$ cat src/rtl/muldiv_unit.sv
// muldiv_unit: iterative RV32M multiply/divide unit.
//   Multiplies by shift-add and divides by restoring division, one bit per
//   cycle over operand magnitudes, with sign correction applied as the last
//   iteration retires. Division by zero and signed overflow bypass the
//   iteration and complete in a single cycle.
// Ports:
//   clk, rst               clock, synchronous active-high reset
//   in_valid/in_ready      request handshake (in_ready only in IDLE)
//   op, a, b, in_tag       funct3, rs1, rs2, opaque tag
//   flush                  abort in-flight work and drop any pending result
//   out_valid/out_ready    result handshake
//   result, out_tag        result value and its tag
//   busy                   high whenever the FSM is not IDLE
module muldiv_unit #(
  parameter int XLEN  = 32,
  parameter int TAG_W = 5
) (
  input  logic             clk,
  input  logic             rst,
  input  logic             in_valid,
  output logic             in_ready,
  input  logic [2:0]       op,
  input  logic [XLEN-1:0]  a,
  input  logic [XLEN-1:0]  b,
  input  logic [TAG_W-1:0] in_tag,
  input  logic             flush,
  output logic             out_valid,
  input  logic             out_ready,
  output logic [XLEN-1:0]  result,
  output logic [TAG_W-1:0] out_tag,
  output logic             busy
);

  typedef enum logic [1:0] {IDLE, CALC, DONE} state_t;

  localparam int CNT_W = $clog2(XLEN);
  localparam logic [XLEN-1:0] INT_MIN = {1'b1, {(XLEN-1){1'b0}}};

  state_t             state;
  logic [2:0]         op_q;
  logic [TAG_W-1:0]   tag_q;
  logic [2*XLEN-1:0]  acc;    // mul: {partial hi, multiplier}; div: {remainder, quotient}
  logic [XLEN-1:0]    m;      // multiplicand or divisor magnitude
  logic               neg_q;  // negate product / quotient
  logic               neg_r;  // negate remainder
  logic [CNT_W-1:0]   cnt;

  assign in_ready = (state == IDLE);
  assign busy     = (state != IDLE);

  // Request decode: signedness, magnitudes and single-cycle special cases.
  logic            a_neg, b_neg, div_zero, div_ovf;
  logic [XLEN-1:0] a_mag, b_mag, special_res;

  // NOTE: every always_comb output gets a default on entry so no path can
  // leave it unassigned and infer a latch.
  always_comb begin
    a_neg       = 1'b0;
    b_neg       = 1'b0;
    special_res = '0;
    // Signed rs1: MULH, MULHSU, DIV, REM. Signed rs2: MULH, DIV, REM.
    // MUL is handled unsigned since the low half is sign-agnostic.
    if (op == 3'b001 || op == 3'b010 || op == 3'b100 || op == 3'b110)
      a_neg = a[XLEN-1];
    if (op == 3'b001 || op == 3'b100 || op == 3'b110)
      b_neg = b[XLEN-1];
    a_mag    = a_neg ? -a : a;
    b_mag    = b_neg ? -b : b;
    div_zero = op[2] && (b == '0);
    div_ovf  = op[2] && !op[0] && (a == INT_MIN) && (b == '1);
    if (div_zero)
      special_res = op[1] ? a : '1;
    else
      special_res = op[1] ? '0 : a;
  end

  // One iteration of the datapath plus the signed result of the final step.
  logic [XLEN:0]     mul_sum, div_shift, div_diff;
  logic [2*XLEN-1:0] acc_nxt, prod;
  logic [XLEN-1:0]   quo, rem, final_res;

  always_comb begin
    mul_sum   = {1'b0, acc[2*XLEN-1:XLEN]} + (acc[0] ? {1'b0, m} : '0);
    div_shift = acc[2*XLEN-1:XLEN-1];
    div_diff  = div_shift - {1'b0, m};
    if (op_q[2]) begin
      // A borrow out of the trial subtraction means restore the remainder.
      if (div_diff[XLEN])
        acc_nxt = {div_shift[XLEN-1:0], acc[XLEN-2:0], 1'b0};
      else
        acc_nxt = {div_diff[XLEN-1:0], acc[XLEN-2:0], 1'b1};
    end else begin
      acc_nxt = {mul_sum, acc[XLEN-1:1]};
    end
    prod = neg_q ? -acc_nxt : acc_nxt;
    quo  = acc_nxt[XLEN-1:0];
    rem  = acc_nxt[2*XLEN-1:XLEN];
    if (!op_q[2])
      final_res = (op_q[1:0] == 2'b00) ? prod[XLEN-1:0] : prod[2*XLEN-1:XLEN];
    else if (op_q[1])
      final_res = neg_r ? -rem : rem;
    else
      final_res = neg_q ? -quo : quo;
  end

  // NOTE: sequential state uses non-blocking assignments so every register
  // samples pre-edge values regardless of statement order.
  always_ff @(posedge clk) begin
    if (rst) begin
      // NOTE: datapath registers are reset as well so the unit starts from a
      // fully known state; the visible outputs must read zero after reset.
      state     <= IDLE;
      out_valid <= 1'b0;
      result    <= '0;
      out_tag   <= '0;
      op_q      <= '0;
      tag_q     <= '0;
      acc       <= '0;
      m         <= '0;
      neg_q     <= 1'b0;
      neg_r     <= 1'b0;
      cnt       <= '0;
    end else if (flush) begin
      state     <= IDLE;
      out_valid <= 1'b0;
    end else begin
      case (state)
        IDLE: if (in_valid) begin
          if (div_zero || div_ovf) begin
            result    <= special_res;
            out_tag   <= in_tag;
            out_valid <= 1'b1;
            state     <= DONE;
          end else begin
            op_q  <= op;
            tag_q <= in_tag;
            neg_q <= a_neg ^ b_neg;
            neg_r <= a_neg;
            acc   <= {{XLEN{1'b0}}, (op[2] ? a_mag : b_mag)};
            m     <= op[2] ? b_mag : a_mag;
            cnt   <= CNT_W'(XLEN - 1);
            state <= CALC;
          end
        end
        CALC: begin
          acc <= acc_nxt;
          if (cnt == '0) begin
            result    <= final_res;
            out_tag   <= tag_q;
            out_valid <= 1'b1;
            state     <= DONE;
          end else begin
            cnt <= cnt - CNT_W'(1);
          end
        end
        DONE: if (out_ready) begin
          out_valid <= 1'b0;
          state     <= IDLE;
        end
        default: state <= IDLE;
      endcase
    end
  end

endmodule

$ cat config.mk
export PLATFORM = sky130hd
export DESIGN_NAME = muldiv_unit
export DESIGN_NICKNAME = d
export VERILOG_FILES = /design/src/rtl/muldiv_unit.sv
export SDC_FILE = /design/constraint.sdc
export NUM_CORES = 1
export LEC_CHECK = 0
export CAP_MARGIN = 20
export CORE_ASPECT_RATIO = 1.5
export CORE_MARGIN = 4
export CORE_UTILIZATION = 35
export DETAILED_ROUTE_END_ITERATION = 7
export PLACE_DENSITY_LB_ADDON = 0.15
export REMOVE_ABC_BUFFERS = 1
export SLEW_MARGIN = 20
export SYNTH_ARGS = -nofsm -noshare
export SYNTH_HDL_FRONTEND = slang
export SYNTH_SLANG_ARGS = --single-unit
$ cat constraint.sdc
create_clock -name clk -period 6.7 [get_ports clk]
set_clock_uncertainty 0.15 [all_clocks]
set_input_delay 1.34 -clock clk [delete_from_list [all_inputs] [get_ports clk]]
set_output_delay 1.34 -clock clk [all_outputs]
set_load 0.02 [all_outputs]
==> impl_metrics.tcl <==
set metrics [dict create \
    outcome "complete, no violations" \
    first_pass_iters 5 \
    pre_cts_slack_ns 0.423 \
    cts_tree "built" \
    drive_above_1_share 0.0719 \
    wire_per_inst_um 24.8 \
    cts_sinks 151 \
    grt_start_max_net_pins 77 \
    final.min_clock_period_ns 6.39 \
    slew_headroom 0.332 \
    worst_pin_slew_ns 0.992 \
    p_per_area_nw_per_um2 161 \
    required_ns 6.93 \
    cp.arrival_ns 6.62 \
    wl_met3_um 3060 \
    setup_viol_count_final 0 \
    total_power_mw 3.16 \
    seqPwrFrac 0.314 \
    viasPerCell 6.16 \
    power_switching_share 0.391 \
    synth_edf_count 0 \
    dieArea_um2 52100 \
    cts_resized 0 \
    via_count 19121 \
    wl_met2_um 39300 \
    critical_path_class "reg2reg" \
    crit_path_max_fanout 9 \
    synth_cell_types 96 \
    synth-main-ff-cell "dfxtp_1" \
    fin_crit_sh 0.954 \
    cp-start-kind "flip-flop" \
    max_freq_mhz 156 \
    cts_max_level 4 \
    nFillCells 5097 \
    postCtsHoldBufs 0 \
    grt_pass1_vias 18609 \
    max_stage_delay_ns 0.50 \
    hp-class "reg2reg" \
    clockPowerShare 0.318 \
    hold_violations 0 \
    rsz0062_at_grt "false" \
    antenna_found_initial 1 \
    die_w_um 188 \
    clockBufferDepth 2 \
    pin_count 117 \
    core_area_um2 47800 \
    drt_iter0_markers 1499 \
    ys_ff_latch 151 \
    multiInputGateArea_um2 13000 \
    p_leak_nw 7.53 \
    final_cell_mix "nor2_1 (265), nand2_1 (263), a21oi_1 (177), o21ai_0 (167), dfxtp_1 (149)" \
    gp_routability_congestion 0.974 \
    drv_cap 0 \
    num_rows 98 \
    setup_slack_ns 0.308 \
    grt_pass1_wl_um 115000 \
    dp_hpwl_um 61200 \
    start_util 0.354 \
    diodes 0 \
    grt_overflow 0 \
    routed_wl_um 76900 \
    final_common_cell "nor2_1" \
    p_int_mw 1.92 \
    wl_met1_um 29600 \
    syn_avg_cell_area_um2 6.97 \
    cpMaxStageDelayCell "dfxtp_1" \
    root_buffer "clkbuf_16" \
    grtUsageTotal 0.283 \
    nets 2644 \
    insertion_delay_ns 0.45 \
    port_buffers 116 \
    syn-cell-area_um2 17000 \
    ir_worst_vdd_mv 0.180 \
    die_h_um 278 \
    areaGrowthSynthToFinish_pct 15.2 \
    yosysWarnings 0 \
    post_cts_buffers 0 \
    ff_latch_area_um2 3030 \
    drc 0 \
    ant_nets 0 \
    endpoint_kind "flip-flop" \
    drv_slew 0 \
    maxUsedRoutingLayer "met5" \
    path_cells "inv_1 > ha_1 > fa_1 > nand2b_1 > a21o_1 > a2111oi_4 > o31ai_4 > nand4_1 > and3_1 > ha_1 > nor2b_1 > o21ai_0 > or3_1 > nor3_1 > buf_4 > nand2_1 > or2_2 > or3_1 > nor4_1 > mux2i_1 > o22ai_1 > o21ai_0" \
    tns_ns 0 \
    clkTransAtPathRegs_ns 0.07 \
    syn_inst 2433 \
    cts_made_buffers 17 \
    async_flop_share 0 \
    comb_power_share 0.367 \
    yosysSeqAreaShare 0.178 \
    netSwitchingPower_mw 1.23 \
]
## layout make-up
class,instances,area share
Clock inverter,12,0.00647
Clock buffer,18,0.0231
Timing Repair Buffer,208,0.0950
Sequential cell,151,0.155
Inverter,76,0.0146
Tap cell,600,0.0384
Multi-Input combinational cell,2040,0.667
## sequential cells by signal, indices dropped and copies added, names as in the netlist
register	cells
result	32
out_valid	1
tag_q	5
out_tag	5
op_q	3
neg_q	1
m	32
cnt	5
state	2
neg_r	1
acc	64
## metrics by stage
stage / cell area, um2 / cells / util / hold slack [ns]
detailed placement: 19000 / 3075 / 0.396 / 0.297
global placement: 19000 / 3075 / 0.396 / 0.292
CTS: 19500 / 3105 / 0.409 / 0.306
global route: 19500 / 3105 / 0.409 / 0.324
finish: 19500 / 3105 / 0.409 / 0.306
floorplan: 16300 / 2267 / - / 0.281
## metal layers
| metal | global-route usage | vias to the layer above |
|---|---|---|
| li1 | - | 9075 |
| met1 | 0.317 | 9197 |
| met2 | 0.522 | 658 |
| met3 | 0.0247 | 189 |
| met4 | 0.163 | 2 |
| met5 | 0 | - |
## cells in the mapped netlist (26+ instances only)
cell	instances	area [um2]
a31oi_1	39	244
nand2_1	263	987
a211oi_1	57	428
ha_1	71	888
o31ai_1	36	270
or3_1	26	163
clkbuf_1	132	495
mux2i_1	72	721
a21o_1	36	270
xnor2_1	100	876
nand3_1	50	250
nand4_1	41	257
xor2_1	82	718
and2_1	45	282
o21ai_0	167	836
a22oi_1	29	218
nor3_1	65	325
nor2_1	268	1010
a21oi_1	177	886
dfxtp_1	151	3020
o211ai_1	66	495
inv_1	75	282
## worst paths after layout
path	start	end	slack (ns)	cells past startpoint
worst max register to register	acc[31]	result[26]	0.31	22
worst min-delay path	tag_q[1]	tag_q[1]	0.31	2
worst max-delay path	acc[31]	result[26]	0.31	22
worst min register to register	tag_q[1]	tag_q[1]	0.31	2
## critical path: cells and delay by family (launching register included)
| kind | cells | cell delay [ns] |
|---|---|---|
| and+or+nand+nor | 10 | 2.94 |
| AOI/OAI and AO/OA | 6 | 1.36 |
| adders and majority gates | 3 | 0.83 |
| DFF | 1 | 0.50 |
| muxes | 1 | 0.28 |
| buffers and inverters | 2 | 0.26 |
## power groups by stage
| stage | Clock [mW] | Combinational (mW) | Sequential, mW |
|---|---|---|---|
| 6_report | 1.00 | 1.16 | 0.992 |
| 5_1_grt | 1.05 | 1.25 | 0.997 |
| 4_1_cts | 1.02 | 1.14 | 0.991 |
| 3_5_place_dp | 0 | 1.13 | 1.01 |
| 3_3_place_gp | 0 | 1.13 | 1.01 |
| 2_1_floorplan | 0 | 0.686 | 1.00 |
## cells by family (layout without fill, tap and decap cells)
family          count (synthesis)  after routing  synth area share
mux                            76             76            0.0452
compound gates                781            781             0.306
fa+ha+maj                      88             88            0.0636
buf+inv                       242            314            0.0552
flops                         151            151             0.178
xor+xnor                      182            182            0.0940
simple gates                  913            913             0.257
Note: power is estimated with default switching activity, not from simulation.
